File: src/rtl/stopwatch_core_if.sv
// stopwatch_core_if: divider tick input, debounced keys and display/status outputs of the stopwatch core
interface stopwatch_core_if;
    logic        clk_100hz;
    logic        key_ss;
    logic        key_lap;
    logic        key_clr;
    logic [23:0] disp_bcd;
    logic        running;
    logic        lap_hold;
    logic        ovf;
    modport master (
        output clk_100hz, key_ss, key_lap, key_clr,
        input  disp_bcd, running, lap_hold, ovf
    );
    modport slave (
        input  clk_100hz, key_ss, key_lap, key_clr,
        output disp_bcd, running, lap_hold, ovf
    );
endinterface

File: src/rtl/stopwatch_core.sv
// stopwatch_core: MM:SS.CC BCD stopwatch with start/stop, lap freeze and clear, ticked by a sampled 100 Hz wave
module stopwatch_core #(
    parameter int unsigned MIN_MAX = 59
) (
    input logic              clk_50mhz,
    input logic              rst,
    stopwatch_core_if.slave  sw_if
);
    typedef enum logic [1:0] {IDLE, RUN, PAUSE, LAP} state_t;
    localparam logic [3:0] MH = 4'(MIN_MAX / 10);
    localparam logic [3:0] ML = 4'(MIN_MAX % 10);
    state_t      state_q, state_d;
    logic        d1_q, d2_q;
    logic [2:0]  key_q;
    logic [23:0] cnt_q, cnt_d, snap_q, snap_d, disp_q;
    logic        ovf_q;
    logic        tick, ss_p, lap_p, clr_p, zero, at_max, wrap;
    logic [5:0]  c;
    assign tick = d1_q & ~d2_q;
    assign {clr_p, lap_p, ss_p} = {sw_if.key_clr, sw_if.key_lap, sw_if.key_ss} & ~key_q;
    always_comb begin
        state_d = state_q;
        snap_d  = snap_q;
        zero    = 1'b0;
        unique case (state_q)
            IDLE:  if (clr_p) zero = 1'b1;
                   else if (ss_p) state_d = RUN;
            RUN:   if (ss_p) state_d = PAUSE;
                   else if (lap_p) begin
                       state_d = LAP;
                       snap_d  = cnt_q;
                   end
            LAP:   if (ss_p) state_d = PAUSE;
                   else if (lap_p) state_d = RUN;
            PAUSE: if (clr_p) begin
                       state_d = IDLE;
                       zero    = 1'b1;
                   end else if (ss_p) state_d = RUN;
        endcase
        if (zero) snap_d = '0;
    end
    // c[i] is the carry into digit i; the whole chain ripples within the tick cycle
    assign c[0]   = tick & (state_q == RUN | state_q == LAP);
    assign c[1]   = c[0] & (cnt_q[3:0] == 4'd9);
    assign c[2]   = c[1] & (cnt_q[7:4] == 4'd9);
    assign c[3]   = c[2] & (cnt_q[11:8] == 4'd9);
    assign c[4]   = c[3] & (cnt_q[15:12] == 4'd5);
    assign at_max = cnt_q[23:16] == {MH, ML};
    assign wrap   = c[4] & at_max;
    assign c[5]   = c[4] & ~at_max & (cnt_q[19:16] == 4'd9);
    assign cnt_d  = zero ? '0 : {
        wrap          ? 4'd0 : cnt_q[23:20] + 4'(c[5]),
        (c[5] | wrap) ? 4'd0 : cnt_q[19:16] + 4'(c[4]),
        c[4]          ? 4'd0 : cnt_q[15:12] + 4'(c[3]),
        c[3]          ? 4'd0 : cnt_q[11:8]  + 4'(c[2]),
        c[2]          ? 4'd0 : cnt_q[7:4]   + 4'(c[1]),
        c[1]          ? 4'd0 : cnt_q[3:0]   + 4'(c[0])
    };
    always_ff @(posedge clk_50mhz) begin
        if (!rst) begin
            state_q <= IDLE;
            d1_q    <= 1'b0;
            d2_q    <= 1'b0;
            key_q   <= '0;
            cnt_q   <= '0;
            snap_q  <= '0;
            disp_q  <= '0;
            ovf_q   <= 1'b0;
        end else begin
            state_q <= state_d;
            d1_q    <= sw_if.clk_100hz;
            d2_q    <= d1_q;
            key_q   <= {sw_if.key_clr, sw_if.key_lap, sw_if.key_ss};
            cnt_q   <= cnt_d;
            snap_q  <= snap_d;
            disp_q  <= (state_q == LAP) ? snap_q : cnt_q;
            ovf_q   <= wrap;
        end
    end
    assign sw_if.disp_bcd = disp_q;
    assign sw_if.running  = state_q == RUN | state_q == LAP;
    assign sw_if.lap_hold = state_q == LAP;
    assign sw_if.ovf      = ovf_q;
endmodule

File: src/flat_wrapper.sv
// flat-port wrapper written by rule: the top's interface ports become plain ports
module stopwatch_core_flat 
#(
    parameter int unsigned MIN_MAX = 59
)
  (clk_50mhz, rst, sw_if_clk_100hz, sw_if_key_ss, sw_if_key_lap, sw_if_key_clr, sw_if_disp_bcd, sw_if_running, sw_if_lap_hold, sw_if_ovf);
  stopwatch_core_if sw_if_i ();
  input logic clk_50mhz;
  input logic rst;
  input wire logic [$bits(sw_if_i.clk_100hz)-1:0] sw_if_clk_100hz;
  input wire logic [$bits(sw_if_i.key_ss)-1:0] sw_if_key_ss;
  input wire logic [$bits(sw_if_i.key_lap)-1:0] sw_if_key_lap;
  input wire logic [$bits(sw_if_i.key_clr)-1:0] sw_if_key_clr;
  output wire logic [$bits(sw_if_i.disp_bcd)-1:0] sw_if_disp_bcd;
  output wire logic [$bits(sw_if_i.running)-1:0] sw_if_running;
  output wire logic [$bits(sw_if_i.lap_hold)-1:0] sw_if_lap_hold;
  output wire logic [$bits(sw_if_i.ovf)-1:0] sw_if_ovf;
  assign sw_if_i.clk_100hz = sw_if_clk_100hz;
  assign sw_if_i.key_ss = sw_if_key_ss;
  assign sw_if_i.key_lap = sw_if_key_lap;
  assign sw_if_i.key_clr = sw_if_key_clr;
  assign sw_if_disp_bcd = sw_if_i.disp_bcd;
  assign sw_if_running = sw_if_i.running;
  assign sw_if_lap_hold = sw_if_i.lap_hold;
  assign sw_if_ovf = sw_if_i.ovf;
  stopwatch_core #(.MIN_MAX(MIN_MAX)) u_core (.clk_50mhz(clk_50mhz), .rst(rst), .sw_if(sw_if_i));
endmodule
File: config.mk
export PLATFORM = sky130hd
export DESIGN_NAME = stopwatch_core_flat
export DESIGN_NICKNAME = d
export VERILOG_FILES = /design/src/rtl/stopwatch_core_if.sv /design/src/rtl/stopwatch_core.sv /design/src/flat_wrapper.sv
export SDC_FILE = /design/constraint.sdc
export NUM_CORES = 1
export LEC_CHECK = 0
export ABC_AREA = 1
export CAP_MARGIN = 25
export CORE_UTILIZATION = 47
export DETAILED_ROUTE_END_ITERATION = 8
export PLACE_DENSITY = 0.67
export SYNTH_ARGS = -nofsm -noshare
export SYNTH_HDL_FRONTEND = slang
export SYNTH_SLANG_ARGS = --single-unit
File: constraint.sdc
create_clock -name clk_50mhz -period 2.2 [get_ports clk_50mhz]
set_input_delay 0.55 -clock clk_50mhz [delete_from_list [all_inputs] [get_ports clk_50mhz]]
set_output_delay 0.55 -clock clk_50mhz [all_outputs]
set_load 0.02 [all_outputs]
==> qor.yml <==
die:
  row_count: 28
  core-area_mm2: 0.006061
  num_io_pins: 33
  die_w_um: 82.37
  die_area_mm2: 0.006784
  die_h_um: 82.37
  start_util_pct: 50.08
clocking:
  cts_setup_buffers: 0
  numCtsBuffers: 9
  clkLatencyLatePin_ns: 0.34
  cts_root_buf: "clkbuf_8"
  clockBufferDepth: 2
  cts.sinks: 80
  clk_pin_slew_ns: 0.07
  cts_tree: "built"
  cts_max_level: 3
routing:
  vias_per_cell: 4.912
  routedWlPerCell_um: 11.73
  firstDrtPassIters: 4
  dr.first_iter.drc_count: 120
  drt_wl_total_um: 5726
  dr_total_vias: 2397
  drc: 0
  drtAntennaViolNets: 0
timing:
  relSlewSlack_pct: 71.88
  setup_viol: 0
  fin_tns_setup_ns: 0
  fin_crit_ns: 2.026
  clock.fmax_ghz: 0.4935
  period_share_pct: 92.11
  hold_viol_final: 0
  worstMarginPinSlew_ns: 0.4213
  fin_skew_ns: 0.005406
  hold_slack_ns: 0.4359
  layout_setup_ws_ns: 0.1737
  rsz0062_at_grt: "no"
  maxSlewViolCount: 0
synthesis:
  ys_seq_elements: 80
  ys.warnings.count: 0
  ys_types: 23
  yosysSeqAreaShare_pct: 52.76
  syn-num-nets: 390
  synth_top_area_share_pct: 52.76
  synth_area_leaders: "dfxtp_1 53%, nor2_1 13%, o21ai_0 6.9%"
  avgSynthCellArea_um2: 8.160
  yosys.area.top_type: "dfxtp_1"
  syn_inst: 372
  synth_area_mm2: 0.003035
critical_path:
  crit_path_end_kind: "output port"
  required_ns: 1.65
  r2r_slack_ns: 0.31
  slowest_delay_ns: 0.60
  cp_max_fo: 5
  start_kind: "register"
  cp_cell_sequence: "buf_4 -> clkdlybuf4s50_1"
  cp.arrival_ns: 1.48
  crit_type: "reg2out"
  cpMaxStageDelayCell: "clkdlybuf4s50_1"
power_and_ir_drop:
  p_per_area_mw_per_mm2: 789.9
  intPower_w: 0.002285
  ir_drop_mv: 0.5269
  p_seq_share_pct: 51.4
  netSwitchingFraction_pct: 21.32
  power.share.clock_pct: 42.0
  pwr-share-comb_pct: 6.6
  leakagePower_nw: 1.594
  power_switching_w: 0.0006191
placed_design:
  place.gp.congestion: 0.8162
  hpwl_um: 3800
  pre_cts_ws_ns: 0.06657
  placed_area_mm2: 0.003441
  io_buffers: 32
worst_hold_path:
  hold_path_class: "reg2reg"
cells_and_area:
  syn2layout_area_growth_pct: 21.10
  drive_gt1_share_pct: 8.717
  design_area_mm2: 0.003676
  antennaDiodeCount: 0
  nets: 426
grt:
  grt_pass1_vias: 2271
  grt_pass1_wl_um: 10030
  antenna_found_initial: 0
  grt_max_degree: 34
  grt_overflow: 0
  grt_usage_pct: 19.89
job:
  drv_cap: 0
run_status:
  status: "finished clean"
-- cells in the final DEF, fill, tap and decap left out --
cell type        netlist  final
or2_4                  1      1
xor2_1                 6      6
nor3_2                 3      3
o211ai_1               2      2
buf_4                  0      7
bufinv_16              0      2
nand2_1               17     17
nand2_2                4      4
a21oi_1               13     13
ha_1                  12     12
o21ai_1                9      9
inv_2                  4      4
and3_1                 1      1
nor2_4                 2      2
o21ai_0               42     42
nand4_1                2      2
clkdlybuf4s50_1        0     31
clkbuf_8               0     12
clkbuf_1               7      2
nor2_1               107    107
xnor2_1                6      6
clkinv_1               1      1
dfxtp_1               80     80
inv_1                 33     33
nand3_1               12     12
and2_4                 1      1
dlymetal6s2s_1         0      1
-- sequential cells by signal, indices dropped and copies added (netlist names) --
name,flops
u_core.state_q,2
u_core.snap_q,24
u_core.sw_if.ovf,1
u_core.sw_if.disp_bcd,24
u_core.d2_q,1
u_core.cnt_q,24
u_core.d1_q,1
u_core.key_q,3
-- cells by family (layout without fill, tap and decap cells) --
kind of cell | after synthesis | in the layout | synth area share, %
adder cells (fa/ha/maj) | 12 | 12 | 4.946
AO/OA/AOI/OAI | 66 | 66 | 11.05
flip-flops | 80 | 80 | 52.76
XOR/XNOR | 12 | 12 | 3.462
buffers and inverters | 52 | 93 | 6.719
AND/OR/NAND/NOR | 150 | 150 | 21.06
-- Yosys cell counts, drive strengths merged --
| cell | instances |
|---|---|
| clkbuf | 7 |
| nand2 | 21 |
| xnor2 | 6 |
| ha | 12 |
| inv | 37 |
| and3 | 1 |
| nor3 | 3 |
| a21oi | 13 |
| nor2 | 109 |
| dfxtp | 80 |
| o21ai | 51 |
| o211ai | 2 |
| and2 | 1 |
| nand4 | 2 |
| nand3 | 12 |
| xor2 | 6 |
| or2 | 1 |
| buf | 7 |
| clkinv | 1 |
-- per-layer routing --
metal / wire length [um] / track usage, %
met1: 2799 / 25.02
met2: 2616 / 32.73
met3: 273 / 5.714
met4: 36 / 6.316
met5: 0 / 0
-- path summary, 6_finish.rpt --
path / cells past startpoint / start / to
max: 2 / u_core.state_q[0]$_SDFFE_PN0P_ / sw_if_running
min: 2 / u_core.d1_q$_SDFF_PN0_ / u_core.d2_q$_SDFF_PN0_
max reg2reg: 12 / u_core.cnt_q[1]$_SDFF_PP0_ / u_core.cnt_q[22]$_SDFF_PP0_
min reg2reg: 2 / u_core.d1_q$_SDFF_PN0_ / u_core.d2_q$_SDFF_PN0_
-- stage by stage --
step / instances / total power (W) / utilization [%]
floorplan: 372 / 0.001648 / -
global placement: 472 / 0.001715 / 56.77
detailed placement: 472 / 0.001719 / 56.77
CTS: 488 / 0.002937 / 60.61
global route: 488 / 0.003024 / 60.65
finish: 488 / 0.002904 / 60.65
-- layout make-up --
cell class | instances | area (um2)
sequential | 80 | 1602
timing repair buffer | 39 | 375.4
clock buffer | 14 | 172.7
multi-input combinational | 240 | 1230
inverter | 38 | 142.6
clock inverter | 2 | 60.06
tap | 75 | 93.84
fill | 562 | 2385
-- what timing repair did --
action | CTS | global route
gates resized for setup | 0 | 1
setup endpoints to repair | 0 | 1
hold buffers | 0 | 0
-- power groups by stage --
stage,sequential [W],combinational (W),clock (W)
final,0.00149,0.000190,0.00122
after global routing,0.00150,0.000217,0.00131
after CTS,0.00149,0.000192,0.00125
after detailed placement,0.00153,0.000191,0
after global placement,0.00153,0.000189,0
after floorplan,0.00154,0.000110,0
-- worst max-delay path: cells and delay by family, from the launching register on --
kind | cells | cell delay (ns)
flip-flops | 1 | 0.37
buffers and inverters | 2 | 0.76
(Power assumes the default switching activity.)
==> edit 1: new RTL, same flow settings <==
Reset style: asynchronous (`rst`), changed in one clocked block.
--- a/src/rtl/stopwatch_core.sv
+++ b/src/rtl/stopwatch_core.sv
@@ -57,5 +57,5 @@
         c[1]          ? 4'd0 : cnt_q[3:0]   + 4'(c[0])
     };
-    always_ff @(posedge clk_50mhz) begin
+    always_ff @(posedge clk_50mhz or negedge rst) begin
         if (!rst) begin
             state_q <= IDLE;
Behaviour: differs if rst is asserted again (counterexample within 4 cycles, from zero or initial values and one cycle with rst low); with rst held inactive, the same outputs for 10 cycles.
==> edit 1 against the original RTL <==
- design area up 8.7%
- worst setup slack got worse by 0.076 ns
- worst hold slack worse by 0.31 ns
- sequential cell count unchanged
- total power rose by 4.6%
- synthesized area up 11%
- wire length is 3.5% higher
- via count shrank 2.5%
==> edit 1: results (changes against the original RTL) <==
| Metric | Value |
|---|---|
| 1st-iter DRT viols | 87 (-28%) |
| ClkCell Share | 5.17% (-1.2 points) |
| Fillcell total | 602 (+7.1%) |
| DRT met1 WL | 2610 um (-6.7%) |
| Wirelength, routed | 5930 um (+3.5%) |
| Met3 Use GR | 4.57% (-1.1 points) |
| Synth Area in Compound Gates | 9.25% (-1.8 points) |
| Clock group share of total power | 36.4% (-5.6 points) |
| Non-clk buf share | 9.58% (-0.63 points) |
| Hpwl dp | 3980 um (+4.7%) |
| Cells after DPL | 466 (-1.3%) |
| Synth Area in Adders | 4.48% (-0.47 points) |
| Int Pwr | 0.00225 W (-1.6%) |
| Routing usage on met1 | 21.9% (-3.1 points) |
| First-pass GRT wire length | 10500 um (+5.1%) |
| Pin count of the biggest net entering global routing | 49 (+44%) |
| WL met3 | 262 um (-4.0%) |
| Rel. slew slack | 67.8% (-4.1 points) |
| Share of cells above drive strength 1 | 9.61% (+0.89 points) |
| Sequential area share after synthesis | 59.7% (+6.9 points) |
| Crit Path Max Fanout | 6 (+1) |
| Fraction of area in multi-input gates | 26.5% (-7.0 points) |
| Vias in the first global route | 2421 (+6.6%) |
| Status | finished clean |
| Global placement routability congestion | 0.798 (-2.3%) |
-- edit 1: metrics by stage --
step / hold WS, ns / total power [W] / setup slack (ns) / cell area (um^2)
2_1_floorplan: 0.254 / 0.00182 / 0.471 / 3350
3_3_place_gp: 0.378 / 0.00196 / 0.233 / 3780
3_5_place_dp: 0.398 / 0.00196 / 0.172 / 3780
4_1_cts: 0.142 / 0.00307 / 0.0138 / 3990
5_1_grt: 0.159 / 0.00317 / 0.0118 / 4000
6_report: 0.129 / 0.00304 / 0.0981 / 4000
-- edit 1: path summary, 6_finish.rpt --
path,from,end,slack (ns),cells past startpoint
worst max-delay path,u_core.state_q[0],sw_if_lap_hold,0.1,3
worst min-delay path,rst,u_core.key_q[1],0.13,1
worst max register to register,u_core.cnt_q[9],u_core.cnt_q[22],0.24,10
worst min register to register,u_core.d1_q,u_core.d2_q,0.41,0
max in group asynchronous,rst,u_core.snap_q[4],1.48,2
min in group clk_50mhz,u_core.d1_q,u_core.d2_q,0.41,0
==> edit 2: new RTL, config.mk and constraints unchanged <==
Made on the original files. `MIN_MAX` is set to 59 in 2 places; all go to 58.
--- a/src/rtl/stopwatch_core.sv
+++ b/src/rtl/stopwatch_core.sv
@@ -1,5 +1,5 @@
 // stopwatch_core: MM:SS.CC BCD stopwatch with start/stop, lap freeze and clear, ticked by a sampled 100 Hz wave
 module stopwatch_core #(
-    parameter int unsigned MIN_MAX = 59
+    parameter int unsigned MIN_MAX = 58
 ) (
     input logic              clk_50mhz,
--- a/src/flat_wrapper.sv
+++ b/src/flat_wrapper.sv
@@ -2,5 +2,5 @@
 module stopwatch_core_flat 
 #(
-    parameter int unsigned MIN_MAX = 59
+    parameter int unsigned MIN_MAX = 58
 )
   (clk_50mhz, rst, sw_if_clk_100hz, sw_if_key_ss, sw_if_key_lap, sw_if_key_clr, sw_if_disp_bcd, sw_if_running, sw_if_lap_hold, sw_if_ovf);
Check against the original RTL: no difference found for any inputs over 10 cycles, from zero or initial values and one cycle with rst low; that may be too few to reach the edited logic, so the function may still have changed.
==> edit 2 against the original RTL <==
- synthesized area increased by 1.5%
- via count fell by 0.83%
- non-clock buffer count increased by 1
- global-route usage down 1.5 points
- count of clock-buffer cells in the layout is the same
- die area is 1.4% higher
- critical endpoint is now sw_if_lap_hold
- largest power group unchanged
- worst setup slack worse by 0.019 ns
- register-to-register slack gained 0.04 ns
- total power decreased by 2.6%
- sequential cell count stayed put
- wire length increased by 0.93%
- design area is 0.51% higher
==> edit 2: results (changes against the original RTL) <==
| Metric | Value |
|---|---|
| Status | finished clean |
| Pleak | 1.56 nW (-2.3%) |
| Post-synth top cells | nor2_1, dfxtp_1, o21ai_0 |
| Total CTS buffers | 9 (unchanged) |
| TritonRoute pass-1 iters | 4 (unchanged) |
| Synth Flop Type | dfxtp_1 |
| Max Root-Sink Buffers | 2 (unchanged) |
| Vias in the first global route | 2207 (-2.8%) |
| Global placement routability congestion | 0.796 (-2.5%) |
| Clock transition at the registers of the reported paths | 0.08 ns |
| Root Buffer | clkbuf_8 |
| Sequential area share after synthesis | 52.0% (-0.77 points) |
| Clk_lat worst skew | 0.34 ns (about the same) |
| Hpwl dp | 3940 um (+3.6%) |
| First-pass GRT wire length | 10000 um (+0.21%) |
| Synth top area share | 52.0% (-0.77 points) |
| Initial antenna violation count | 0 (unchanged) |
| Asr flop ratio synth | 0% (unchanged) |
| Final net count | 424 (-0.47%) |
| CP max-delay cell | clkdlybuf4s50_1 |
| Reg2Reg Setup Slack | 0.35 ns (+0.04 ns) |
| Via/cell ratio | 4.87 (-0.83%) |
| Yosys cell types | 24 (+4.3%) |
| RR Startpoint | u_core.cnt_q[2] |
| Family with the most delay on the worst path | buffers and inverters |
| Total track usage | 18.4% (-1.5 points) |
| Syn_nets | 389 (-0.26%) |
| Synth top area cells | dfxtp_1, nor2_1, o21ai_0, inv_1, ha_1 |
| Met2 usage | 28.8% (-3.9 points) |
| Worst min path class | reg2reg |
| 1st-iter DRT viols | 88 (-27%) |
| Routing usage on met1 | 23.1% (-1.9 points) |
| Yosys warnings | 0 (unchanged) |
| Ant. Diodes | 0 (unchanged) |
| Switch Pwr | 0.000623 W (+0.70%) |
| Crit Path Max Fanout | 7 (+2) |
| Share of cells above drive strength 1 | 10.2% (+1.5 points) |
| Wirelength, routed | 5780 um (+0.93%) |
| Met3 Use GR | 6.26% (+0.55 points) |
| Rel. slew slack | 65.2% (-6.7 points) |
| Pin count of the biggest net entering global routing | 37 (+8.8%) |
| IO Port Bufs | 32 (unchanged) |
| Worst path max stage delay | 0.60 ns (about the same) |
| Worst hold start | u_core.d1_q |
| CP startpoint | u_core.state_q[0] |
| # H-tree levels | 3 (unchanged) |
| Clock Skews | 0.00764 ns (+0.00223 ns) |
| VDD IR-drop max | 0.000458 V (-13%) |
| Arrival time at the worst endpoint | 1.50 ns (+0.02 ns) |
## edit 2: changes by cell type after synthesis, moves of 3 or more
cell	before	now
nor2_1	107	87
inv_1	33	42
o21ai_0	42	51
o21ai_1	9	0
a21oi_1	13	19
a21oi_2	0	6
buf_2	7	1
nand2_1	17	21
buf_4	0	3
buf_6	0	3
nor3_2	3	0
## edit 2: power by group through the flow
stage	Combinational [W]	Clock, W	Sequential [W]
floorplan	0.000123	0	0.00154
CTS	0.000196	0.00116	0.00150
global placement	0.000192	0	0.00153
global route	0.000217	0.00123	0.00150
finish	0.000194	0.00113	0.00150
detailed placement	0.000195	0	0.00153
## edit 2: timing repair
action,CTS,global route
gates resized for setup,0,2
endpoints found under the setup margin,0,1
setup buffers,0,0
## edit 2: metal layers
layer  share of wire [%]  wire length [um]
met1                  47              2740
met2                  47              2690
met3                 4.7               270
met4                 1.3                73
met5                   0                 0
## edit 2: metrics by stage
step | hold WS, ns | setup WS, ns | std cells | instance area (um^2) | power (W)
6_report | 0.436 | 0.154 | 488 | 3690 | 0.00283
5_1_grt | 0.477 | 0.0623 | 488 | 3690 | 0.00295
4_1_cts | 0.446 | 0.0191 | 488 | 3690 | 0.00286
3_5_place_dp | 0.439 | 0.171 | 472 | 3470 | 0.00173
3_3_place_gp | 0.430 | 0.226 | 472 | 3470 | 0.00172
2_1_floorplan | 0.419 | 0.638 | 371 | 3080 | 0.00166
## edit 2: area by class of cell
type	count	area [um^2]
fill	550	2660
sequential	80	1600
multi-input combinational	231	1220
timing repair buffer	40	393
clock buffer	14	183
inverter	44	165
tap	77	96.3
clock inverter	2	35.0
## edit 2: cells by family after synthesis
group / after synthesis / synth area share (%)
xor+xnor: 12 / 3.41
compound gates: 78 / 13.6
buf+inv: 60 / 8.45
flops: 80 / 52.0
fa+ha+maj: 12 / 4.87
simple gates: 129 / 17.7
## edit 2: final timing paths
path	cells after the start	to
setup / recovery	3	sw_if_lap_hold
hold / removal	2	u_core.d2_q
setup reg to reg	11	u_core.cnt_q[22]
hold reg to reg	2	u_core.d2_q
## edit 2: worst register-to-register path, stage by stage (launching register included)
cell and delay, ns:
dfxtp_1 0.34, inv_1 0.12, nand2_1 0.06, nor2_1 0.12
nand2_1 0.11, nor2_1 0.22, nand4_1 0.19, inv_1 0.09
ha_1 0.17, ha_1 0.16, xnor2_1 0.11, nor2_1 0.06
